File: src/rtl/cf_fft_pkg.sv
// cf_fft_pkg: shared phase encoding and helper functions for the FFT address sequencer
package cf_fft_pkg;
  typedef enum logic [1:0] {
    PH_IDLE    = 2'd0,
    PH_LOAD    = 2'd1,
    PH_COMPUTE = 2'd2,
    PH_UNLOAD  = 2'd3
  } phase_t;

  function automatic int clog2(input int v);
    int r;
    r = 0;
    while ((1 << r) < v) r++;
    return r;
  endfunction

  function automatic logic [31:0] bitrev(input logic [31:0] v, input int w);
    logic [31:0] r;
    r = '0;
    for (int i = 0; i < w; i++) r[i] = v[w-1-i];
    return r;
  endfunction
endpackage

File: src/rtl/cf_fft_addr_gen_if.sv
// cf_fft_addr_gen_if: control inputs and address/control tuple outputs of the FFT sequencer
interface cf_fft_addr_gen_if import cf_fft_pkg::*; #(
  parameter int LOG2_N = 10
);
  localparam int SW = clog2(LOG2_N);
  logic              clear;
  logic              enable;
  logic              start;
  logic              inverse;
  logic              busy;
  phase_t            phase;
  logic [SW-1:0]     stage;
  logic [LOG2_N-1:0] addr_a;
  logic [LOG2_N-1:0] addr_b;
  logic [LOG2_N-2:0] tw_idx;
  logic              tw_conj;
  logic              out_valid;
  logic              done;

  modport master (
    output clear, enable, start, inverse,
    input  busy, phase, stage, addr_a, addr_b, tw_idx, tw_conj, out_valid, done
  );

  modport slave (
    input  clear, enable, start, inverse,
    output busy, phase, stage, addr_a, addr_b, tw_idx, tw_conj, out_valid, done
  );
endinterface

File: src/rtl/cf_fft_bitrev.sv
// cf_fft_bitrev: combinational W-bit bit reversal
module cf_fft_bitrev import cf_fft_pkg::*; #(
  parameter int W = 10
) (
  input  logic [W-1:0] x,
  output logic [W-1:0] y
);
  assign y = W'(bitrev(32'(x), W));
endmodule

File: src/rtl/cf_fft_addr_gen.sv
// cf_fft_addr_gen: load / butterfly / unload address and twiddle sequencer for an in-place radix-2 DIT FFT
module cf_fft_addr_gen import cf_fft_pkg::*; #(
  parameter int LOG2_N = 10,
  parameter int ADDR_W = LOG2_N
) (
  input logic              clock_c,
  input logic              reset,
  cf_fft_addr_gen_if.slave bus
);
  localparam int SW = clog2(LOG2_N);
  localparam logic [ADDR_W-1:0] CNT_LAST  = '1;
  localparam logic [ADDR_W-1:0] BFLY_LAST = ADDR_W'((1 << (LOG2_N - 1)) - 1);
  localparam logic [SW-1:0]     STG_LAST  = SW'(LOG2_N - 1);

  phase_t              state, state_nxt, phase_q, phase_nxt;
  logic [ADDR_W-1:0]   cnt, cnt_nxt;
  logic [SW-1:0]       stg, stg_nxt, stage_q, stage_nxt;
  logic                conj, conj_nxt;
  logic [ADDR_W-1:0]   rev, span, pos, grp, bf_a;
  logic [LOG2_N-2:0]   bf_tw;
  logic [ADDR_W-1:0]   a_q, a_nxt, b_q, b_nxt;
  logic [LOG2_N-2:0]   tw_q, tw_nxt;
  logic                busy_q, busy_nxt, valid_q, valid_nxt, done_q, done_nxt;
  logic                idle_o, upd;

  cf_fft_bitrev #(.W(ADDR_W)) u_rev (.x(cnt), .y(rev));

  assign span  = ADDR_W'(1) << stg;
  assign pos   = cnt & (span - ADDR_W'(1));
  assign grp   = cnt >> stg;
  assign bf_a  = ((grp << stg) << 1) | pos;
  assign bf_tw = (LOG2_N - 1)'(pos << (STG_LAST - stg));

  // state and output registers; outputs are registered copies of the next tuple
  always_ff @(posedge clock_c or posedge reset)
    if (reset) begin
      state   <= PH_IDLE;
      cnt     <= '0;
      stg     <= '0;
      conj    <= 1'b0;
      busy_q  <= 1'b0;
      phase_q <= PH_IDLE;
      stage_q <= '0;
      a_q     <= '0;
      b_q     <= '0;
      tw_q    <= '0;
      valid_q <= 1'b0;
      done_q  <= 1'b0;
    end else begin
      state   <= state_nxt;
      cnt     <= cnt_nxt;
      stg     <= stg_nxt;
      conj    <= conj_nxt;
      busy_q  <= busy_nxt;
      phase_q <= phase_nxt;
      stage_q <= stage_nxt;
      a_q     <= a_nxt;
      b_q     <= b_nxt;
      tw_q    <= tw_nxt;
      valid_q <= valid_nxt;
      done_q  <= done_nxt;
    end

  // next state: clear aborts, start leaves IDLE, enable advances counters with phase wraps
  always_comb begin
    state_nxt = state;
    cnt_nxt   = cnt;
    stg_nxt   = stg;
    conj_nxt  = conj;
    if (bus.clear) begin
      state_nxt = PH_IDLE;
      cnt_nxt   = '0;
      stg_nxt   = '0;
      conj_nxt  = 1'b0;
    end else if (state == PH_IDLE) begin
      if (bus.start) begin
        state_nxt = PH_LOAD;
        cnt_nxt   = '0;
        stg_nxt   = '0;
        conj_nxt  = bus.inverse;
      end
    end else if (bus.enable) begin
      cnt_nxt = cnt + ADDR_W'(1);
      if (state == PH_LOAD && cnt == CNT_LAST) state_nxt = PH_COMPUTE;
      if (state == PH_COMPUTE && cnt == BFLY_LAST) begin
        cnt_nxt = '0;
        stg_nxt = stg == STG_LAST ? '0 : stg + SW'(1);
        state_nxt = stg == STG_LAST ? PH_UNLOAD : PH_COMPUTE;
      end
      if (state == PH_UNLOAD && cnt == CNT_LAST) state_nxt = PH_IDLE;
    end
  end

  // next tuple: zero when idle or clearing, hold when stalled, else the tuple for cnt
  always_comb begin
    idle_o    = bus.clear || state == PH_IDLE;
    upd       = !idle_o && bus.enable;
    busy_nxt  = !bus.clear && (state != PH_IDLE || state_nxt != PH_IDLE);
    valid_nxt = upd;
    done_nxt  = upd && state == PH_UNLOAD && cnt == CNT_LAST;
    phase_nxt = idle_o ? PH_IDLE : upd ? state : phase_q;
    stage_nxt = idle_o ? '0 : !upd ? stage_q : state == PH_COMPUTE ? stg : '0;
    a_nxt     = idle_o ? '0 : !upd ? a_q : state == PH_LOAD ? rev : state == PH_COMPUTE ? bf_a : cnt;
    b_nxt     = idle_o ? '0 : !upd ? b_q : state == PH_COMPUTE ? bf_a + span : '0;
    tw_nxt    = idle_o ? '0 : !upd ? tw_q : state == PH_COMPUTE ? bf_tw : '0;
  end

  assign bus.busy      = busy_q;
  assign bus.phase     = phase_q;
  assign bus.stage     = stage_q;
  assign bus.addr_a    = a_q;
  assign bus.addr_b    = b_q;
  assign bus.tw_idx    = tw_q;
  assign bus.tw_conj   = conj;
  assign bus.out_valid = valid_q;
  assign bus.done      = done_q;
endmodule

File: src/flat_wrapper.sv
// flat-port wrapper written by rule: the top's interface ports become plain ports
module cf_fft_addr_gen_flat import cf_fft_pkg::*;
#(
  parameter int LOG2_N = 10,
  parameter int ADDR_W = LOG2_N
)
  (clock_c, reset, bus_clear, bus_enable, bus_start, bus_inverse, bus_busy, bus_phase, bus_stage, bus_addr_a, bus_addr_b, bus_tw_idx, bus_tw_conj, bus_out_valid, bus_done);
  cf_fft_addr_gen_if #(.LOG2_N(LOG2_N)) bus_i ();
  input logic clock_c;
  input logic reset;
  input wire logic [$bits(bus_i.clear)-1:0] bus_clear;
  input wire logic [$bits(bus_i.enable)-1:0] bus_enable;
  input wire logic [$bits(bus_i.start)-1:0] bus_start;
  input wire logic [$bits(bus_i.inverse)-1:0] bus_inverse;
  output wire logic [$bits(bus_i.busy)-1:0] bus_busy;
  output wire logic [$bits(bus_i.phase)-1:0] bus_phase;
  output wire logic [$bits(bus_i.stage)-1:0] bus_stage;
  output wire logic [$bits(bus_i.addr_a)-1:0] bus_addr_a;
  output wire logic [$bits(bus_i.addr_b)-1:0] bus_addr_b;
  output wire logic [$bits(bus_i.tw_idx)-1:0] bus_tw_idx;
  output wire logic [$bits(bus_i.tw_conj)-1:0] bus_tw_conj;
  output wire logic [$bits(bus_i.out_valid)-1:0] bus_out_valid;
  output wire logic [$bits(bus_i.done)-1:0] bus_done;
  assign bus_i.clear = bus_clear;
  assign bus_i.enable = bus_enable;
  assign bus_i.start = bus_start;
  assign bus_i.inverse = bus_inverse;
  assign bus_busy = bus_i.busy;
  assign bus_phase = bus_i.phase;
  assign bus_stage = bus_i.stage;
  assign bus_addr_a = bus_i.addr_a;
  assign bus_addr_b = bus_i.addr_b;
  assign bus_tw_idx = bus_i.tw_idx;
  assign bus_tw_conj = bus_i.tw_conj;
  assign bus_out_valid = bus_i.out_valid;
  assign bus_done = bus_i.done;
  cf_fft_addr_gen #(.LOG2_N(LOG2_N), .ADDR_W(ADDR_W)) u_core (.clock_c(clock_c), .reset(reset), .bus(bus_i));
endmodule
File: config.mk
export PLATFORM = sky130hd
export DESIGN_NAME = cf_fft_addr_gen_flat
export DESIGN_NICKNAME = d
export VERILOG_FILES = /design/src/rtl/cf_fft_pkg.sv /design/src/rtl/cf_fft_addr_gen_if.sv /design/src/rtl/cf_fft_bitrev.sv /design/src/rtl/cf_fft_addr_gen.sv /design/src/flat_wrapper.sv
export SDC_FILE = /design/constraint.sdc
export NUM_CORES = 1
export LEC_CHECK = 0
export ABC_AREA = 1
export CAP_MARGIN = 20
export CORE_ASPECT_RATIO = 1.4
export CORE_MARGIN = 2
export CORE_UTILIZATION = 55
export DETAILED_ROUTE_END_ITERATION = 7
export GPL_TIMING_DRIVEN = 0
export HOLD_SLACK_MARGIN = 0.06
export PLACE_DENSITY = 0.82
export SLEW_MARGIN = 40
export SYNTH_ARGS = -nofsm -noshare
export SYNTH_HDL_FRONTEND = slang
export SYNTH_SLANG_ARGS = --single-unit
File: constraint.sdc
create_clock -name clock_c -period 5.55 [get_ports clock_c]
set_input_delay 0.8325 -clock clock_c [delete_from_list [all_inputs] [get_ports clock_c]]
set_output_delay 0.8325 -clock clock_c [all_outputs]
set_load 0.005 [all_outputs]
==> results of run 1 <==
registers in the layout, indices dropped and copies added, names as in the netlist:
name,cells
u_core.bus.addr_a,10
u_core.bus.addr_b,10
u_core.cnt,10
u_core.bus.tw_idx,9
u_core.bus.stage,4
u_core.stg,4
u_core.bus.phase,2
u_core.state,2
u_core.bus.busy,1
u_core.bus.done,1
u_core.bus.out_valid,1
u_core.bus.tw_conj,1
power by group through the flow:
| stage | clock network (mW) | registers (mW) | logic (mW) |
|---|---|---|---|
| after detailed placement | 0 | 0.419 | 0.178 |
| after floorplan | 0 | 0.418 | 0.123 |
| after global placement | 0 | 0.419 | 0.172 |
| after CTS | 0.292 | 0.411 | 0.179 |
| after global routing | 0.306 | 0.412 | 0.201 |
| final | 0.289 | 0.411 | 0.181 |
metal layers:
layer / share of wire [%] / vias to the layer above
li1: - / 2022
met1: 40 / 1966
met2: 50 / 164
met3: 5.4 / 49
met4: 4.8 / 0
met5: 0 / -
stage by stage:
stage / setup slack, ns / cell area, um2 / total power [mW]
3_3_place_gp: 1.05 / 4740 / 0.591
6_report: 0.854 / 4880 / 0.881
3_5_place_dp: 0.977 / 4760 / 0.597
2_1_floorplan: 1.79 / 4180 / 0.541
5_1_grt: 0.400 / 4880 / 0.919
4_1_cts: 0.952 / 4880 / 0.882
cell families (layout without fill, tap and decap cells):
logic type | count (synthesis) | in the layout
AOI/OAI and AO/OA | 114 | 114
xor gates and xnor gates | 4 | 4
adders and majority gates | 19 | 19
buffers and inverters | 83 | 136
DFF | 55 | 55
muxes | 2 | 2
other | 1 | 1
and+or+nand+nor | 291 | 291
final timing paths:
kind / from / endpoint / slack, ns
setup / recovery: u_core.stg[1] / u_core.bus.addr_b[8] / 0.85
min in group asynchronous: reset / u_core.bus.tw_idx[3] / 0.81
setup reg to reg: u_core.stg[1] / u_core.bus.addr_b[8] / 0.85
hold / removal: u_core.bus.addr_b[4] / u_core.bus.addr_b[4] / 0.49
hold reg to reg: u_core.bus.addr_b[4] / u_core.bus.addr_b[4] / 0.49
max in group asynchronous: reset / u_core.cnt[4] / 4.28
synth_stat cells, types with 3 or more instances:
master	number	area, um2
ha_1	18	225
nand2_2	4	25.0
buf_2	10	50.1
nand2_1	146	548
inv_1	45	169
o22ai_1	4	25.0
o21ai_1	12	60.1
o211ai_1	3	22.5
nor2_4	9	101
a221oi_1	8	70.1
nor3_1	8	40.0
dfrtp_1	55	1380
buf_4	4	30.0
a21oi_1	19	95.1
nand4_1	6	37.5
a21oi_2	3	26.3
o21ai_2	3	26.3
nand3_2	4	40.0
clkbuf_1	4	15.0
nand3_1	73	365
nor2_1	25	93.8
o21ai_0	50	250
nand2_4	3	33.8
nor3_2	3	30.0
buf_6	4	45.0
inv_2	10	37.5
worst reg2reg max path, cell delays in order (launching register included):
cell and delay, ns:
dfrtp_1 0.43, buf_2 0.18, inv_2 0.08, buf_4 0.17
buf_2 0.25, buf_2 0.32, ha_1 0.28, inv_1 0.11
nor2_1 0.31, inv_1 0.08, ha_1 0.36, nor2_1 0.10
a31oi_1 0.16, inv_1 0.14, fa_1 0.48, nand3_1 0.12
nand2_1 0.07, nand2_1 0.08, nand2_1 0.05, a21oi_1 0.15
nor2_1 0.07, o21ai_0 0.15, nand2_1 0.08, o21ai_0 0.27
nand2_1 0.08
cells in the final DEF (no fill, tap or decap), types with 3 or more instances in the layout:
| cell type | instances |
|---|---|
| a21oi_1 | 19 |
| a21oi_2 | 3 |
| a221oi_1 | 8 |
| buf_2 | 10 |
| buf_4 | 4 |
| buf_6 | 4 |
| clkbuf_1 | 4 |
| clkbuf_8 | 5 |
| clkdlybuf4s50_1 | 44 |
| dfrtp_1 | 55 |
| ha_1 | 18 |
| inv_1 | 44 |
| inv_2 | 10 |
| nand2_1 | 146 |
| nand2_2 | 4 |
| nand2_4 | 3 |
| nand3_1 | 73 |
| nand3_2 | 4 |
| nand4_1 | 6 |
| nor2_1 | 25 |
| nor2_4 | 9 |
| nor3_1 | 8 |
| nor3_2 | 3 |
| o211ai_1 | 3 |
| o21ai_0 | 50 |
| o21ai_1 | 12 |
| o21ai_2 | 3 |
| o22ai_1 | 4 |
final cells by class:
type | instances | area (um2) | share of cell area, %
inverters | 60 | 243 | 4.97
clock inverters | 3 | 50.0 | 1.03
plain buffers | 23 | 155 | 3.18
clock buffers | 5 | 68.8 | 1.41
repair buffers | 45 | 460 | 9.44
multi-input cells | 431 | 2400 | 49.3
well taps | 97 | 121 | 2.49
flip-flops and latches | 55 | 1380 | 28.2
==> results.json, run 1 <==
{
  "htreeDepth": 2,
  "p_per_area_nw_per_um2": 181,
  "drc": 0,
  "dpl.cell_count": 711,
  "post_drt_wl_per_cell_um": 17.4,
  "ys_types": 51,
  "synth_top_family_by_area": "simple AND/OR/NAND/NOR gates",
  "synth_edf_count": 0,
  "synth_fa_ha_area_share_pct": 5.87,
  "core_area_um2": 7360,
  "period_needed_ns": 4.70,
  "p_seq_share_pct": 46.6,
  "syn_nets": 594,
  "viasPerCell": 5.84,
  "cts_hold_buffers": 0,
  "cpPeakStageDelay_ns": 0.47,
  "critPathKind": "register to register",
  "startpoint_type": "register",
  "drive_above_1_share_pct": 12.7,
  "fill_cells": 628,
  "cp_data_arrival_time_ns": 4.90,
  "rr_worst_depth": 24,
  "finalClockSkew_ns": 0.0120,
  "yosysSeqAreaShare_pct": 33.0,
  "grtUsageMet1_pct": 38.3,
  "synth.area.mux_share_pct": 0.479,
  "p_switching_mw": 0.276,
  "die_h_um": 107,
  "overflow": 0,
  "synth_xor_area_share_pct": 0.839,
  "crit_cells": 24,
  "post_cts_resized": 0,
  "max_cap_violations": 0,
  "area_growth_pct": 16.8,
  "intPower_mw": 0.605,
  "timing.fmax_mhz": 213,
  "cts_root_buffer": "clkbuf_8",
  "num_vias": 4201,
  "fp.dieW_um": 77.7,
  "grt_busiest_layer": "met2",
  "final_cells": 719,
  "pwr-share-comb_pct": 20.6,
  "io_buffers": 44,
  "drv_slew": 0,
  "clkLatencyLatePin_ns": 0.33,
  "status": "finished clean",
  "fin_nets": 646,
  "fin_crit_sh_pct": 84.6,
  "place_congestion": 0.969,
  "routed_wl_mm": 12.5,
  "slew-limit-headroom_pct": 64.3,
  "grt_pass1_vias": 4086,
  "end_kind": "register",
  "hold_viol": 0,
  "rsz0062_at_grt": "false",
  "crit_required_ns": 5.75,
  "grt_start_max_net_pins": 33,
  "crit_top_cell": "nand2_1",
  "syn_area_um2": 4180,
  "grt_pass1_wl_mm": 20.5,
  "drt_first_pass_iters": 5,
  "grt_usage_pct": 32.0,
  "postRouteAntennaNets": 0,
  "ir_drop_uv": 172,
  "slowest_stage": "fa_1",
  "start_util_pct": 56.7,
  "static-leakage-power_nw": 2.27,
  "async_reset_ff_share_pct": 100,
  "ios": 45,
  "syn_inst": 569,
  "dpl.hpwl_mm": 9.97,
  "synth-seq-cells": 55,
  "met3_usage_pct": 4.55,
  "path_cells": "buf_2 -> inv_2 -> buf_4 -> buf_2 -> buf_2 -> ha_1 -> inv_1 -> nor2_1 -> inv_1 -> ha_1 -> nor2_1 -> a31oi_1 -> inv_1 -> fa_1 -> nand3_1 -> nand2_1 -> nand2_1 -> nand2_1 -> a21oi_1 -> nor2_1 -> o21ai_0 -> nand2_1 -> o21ai_0 -> nand2_1",
  "cts_tree": "built",
  "cts_num_sinks": 55,
  "hp-class": "register to register",
  "drt_iter0_drc": 276,
  "worstHoldPathCells": 2,
  "post_cts_buffers": 0,
  "antenna_found_initial": 0,
  "numCtsBuffers": 5,
  "ys.flop_type": "dfrtp_1",
  "finalSetupTns_ns": 0,
  "synth_compound_area_share_pct": 16.2,
  "cpLargestDelayFamily": "buffers and inverters",
  "die_area_um2": 8320,
  "tightest_slew_ns": 0.532,
  "clkPwrFrac_pct": 32.8,
  "diodes": 0,
  "worst_setup_hold_path_clk_slew_ns": 0.11,
  "p_sw_share_pct": 31.3,
  "setup_viol": 0,
  "syn_avg_cell_area_um2": 7.34,
  "crit_buf_inv": 8,
  "yosys.area_share.simple_pct": 34.1,
  "fin_hold_ws_ns": 0.493,
  "rows": 37,
  "path_max_fanout": 12,
  "yosys_warnings": 0,
  "grt_util_met2_pct": 55.7,
  "fin_util_pct": 66.3,
  "cts_buffer_depth": 2
}
(Power assumes the default switching activity.)
==> run 2: changes to the inputs <==
==> constraint.sdc (replaced) <==
create_clock -name clock_c -period 4.9 [get_ports clock_c]
set_input_delay 0.735 -clock clock_c [delete_from_list [all_inputs] [get_ports clock_c]]
set_output_delay 0.735 -clock clock_c [all_outputs]
set_load 0.005 [all_outputs]
==> results.json, run 2 (synthesized netlist as in run 1, its figures left out) <==
{
  "status": "finished clean",
  "fin_hold_ws_ns": 0.490,
  "startpoint_type": "register",
  "multiInputGateArea_um2": 2420,
  "cp_data_arrival_time_ns": 4.68,
  "fin_util_pct": 66.5,
  "dpl.hpwl_mm": 9.97,
  "hp-class": "register to register",
  "clkLatencyLatePin_ns": 0.33,
  "core_area_um2": 7360,
  "io_buffers": 44,
  "antenna_found_initial": 0,
  "regArea_um2": 1380,
  "grt_pass1_wl_mm": 20.5,
  "cts_root_buffer": "clkbuf_8",
  "ir_drop_uv": 192,
  "drv_slew": 0,
  "drt_iter0_drc": 304,
  "rsz0062_at_grt": "false",
  "htreeDepth": 2,
  "die_area_um2": 8320,
  "static-leakage-power_nw": 2.27,
  "drt_first_pass_iters": 7,
  "period_needed_ns": 4.46,
  "place_congestion": 0.969,
  "worst_setup_hold_path_clk_slew_ns": 0.11,
  "rows": 37,
  "critPathKind": "register to register",
  "cts_num_sinks": 55,
  "fill_cells": 624,
  "num_vias": 4203,
  "drive_above_1_share_pct": 13.2,
  "diodes": 0,
  "grt_pass1_vias": 4078,
  "fp.dieW_um": 77.7,
  "worst_slack_ns": 0.443,
  "setup_viol": 0,
  "hold_viol": 0,
  "fin_area_um2": 4900,
  "crit_required_ns": 5.13,
  "routed_wl_mm": 12.6,
  "numCtsBuffers": 5,
  "grt_usage_pct": 31.9,
  "max_cap_violations": 0,
  "fin_nets": 646,
  "drc": 0,
  "die_h_um": 107,
  "overflow": 0,
  "cts_tree": "built",
  "finalClockSkew_ns": 0.00888,
  "cts_buffer_depth": 2,
  "slew-limit-headroom_pct": 64.6,
  "fin_crit_sh_pct": 91.0,
  "viasPerCell": 5.85,
  "p_per_area_nw_per_um2": 204,
  "start_util_pct": 56.7,
  "post_drt_wl_per_cell_um": 17.5,
  "layout_common_cells": "nand2_1 (145), nand3_1 (73), dfrtp_1 (55), o21ai_0 (50), clkdlybuf4s50_1 (44)",
  "finalSetupTns_ns": 0,
  "cts_hold_buffers": 0,
  "postRouteAntennaNets": 0,
  "final_common_cell": "nand2_1",
  "dp_slack_ns": 0.327,
  "dpl_cell_area_um2": 4760,
  "tightest_slew_ns": 0.527,
  "area_growth_pct": 17.3,
  "grt_start_max_net_pins": 33,
  "timing.fmax_mhz": 224,
  "ios": 45,
  "end_kind": "register",
  "path_max_fanout": 12
}
run 2: changes by cell type in the layout (fill, tap and decap cells not counted):
cell / before / now
nor2_4: 9 / 10
nand2_1: 146 / 145
buf_2: 10 / 9
nor3_2: 3 / 2
inv_1: 44 / 43
nor3_4: 0 / 1
nand2_2: 4 / 5
buf_4: 4 / 5
inv_2: 10 / 11
nor2_1: 25 / 24
run 2: final timing paths:
kind	slack, ns	endpoint	from	cells after the start
worst max-delay path	0.44	u_core.bus.addr_b[9]	u_core.stg[1]	27
worst min-delay path	0.49	u_core.bus.addr_a[4]	u_core.bus.addr_a[4]	2
worst max register to register	0.44	u_core.bus.addr_b[9]	u_core.stg[1]	27
worst min register to register	0.49	u_core.bus.addr_a[4]	u_core.bus.addr_a[4]	2
max in group asynchronous	3.72	u_core.stg[2]	reset	3
min in group asynchronous	0.71	u_core.bus.tw_idx[3]	reset	2
run 2: area by class of cell:
class / count / share of cell area (%)
multi-input combinational: 431 / 49.4
tap: 97 / 2.48
inverter: 60 / 4.96
clock inverter: 3 / 1.02
buffer: 23 / 3.22
timing repair buffer: 45 / 9.40
sequential: 55 / 28.1
clock buffer: 5 / 1.40
run 2: power by group:
group	switching (mW)	total, mW	internal, mW
logic	0.139	0.209	0.0699
registers	0.00596	0.466	0.460
clock network	0.167	0.325	0.158
run 2: routing by layer:
layer / vias up / wire [um] / global-route usage, %
li1: 2019 / - / -
met1: 1941 / 4910 / 38.2
met2: 203 / 6380 / 56.0
met3: 40 / 787 / 4.21
met4: 0 / 525 / 15.4
met5: - / 0 / 0
run 2: critical path, stage by stage (launching register included):
cell and delay [ns]:
dfrtp_1 0.41, buf_2 0.20, inv_2 0.07, buf_4 0.17
buf_2 0.20, buf_4 0.22, ha_1 0.25, nand2_2 0.20
ha_1 0.27, inv_1 0.12, nor3_4 0.22, nand2_1 0.07
nand2_1 0.15, nor2_1 0.08, a31o_2 0.25, ha_1 0.33
a21oi_1 0.14, nand2_1 0.08, nand2_1 0.08, nand2_1 0.05
a21oi_1 0.17, nor2_1 0.08, o21ai_0 0.17, nand2_1 0.10
inv_1 0.06, nand3_1 0.07, nand3_1 0.09, nand2_1 0.06
run 2: what timing repair did:
item,CTS,global route
setup endpoints to repair,0,2
resized for setup,0,7
setup buffers,0,0
run 2: through the flow:
| step | cells | power, mW |
|---|---|---|
| 6_report | 719 | 0.999 |
| 5_1_grt | 719 | 1.04 |
| 4_1_cts | 719 | 0.999 |
| 3_5_place_dp | 711 | 0.676 |
| 3_3_place_gp | 710 | 0.669 |
| 2_1_floorplan | 569 | 0.613 |
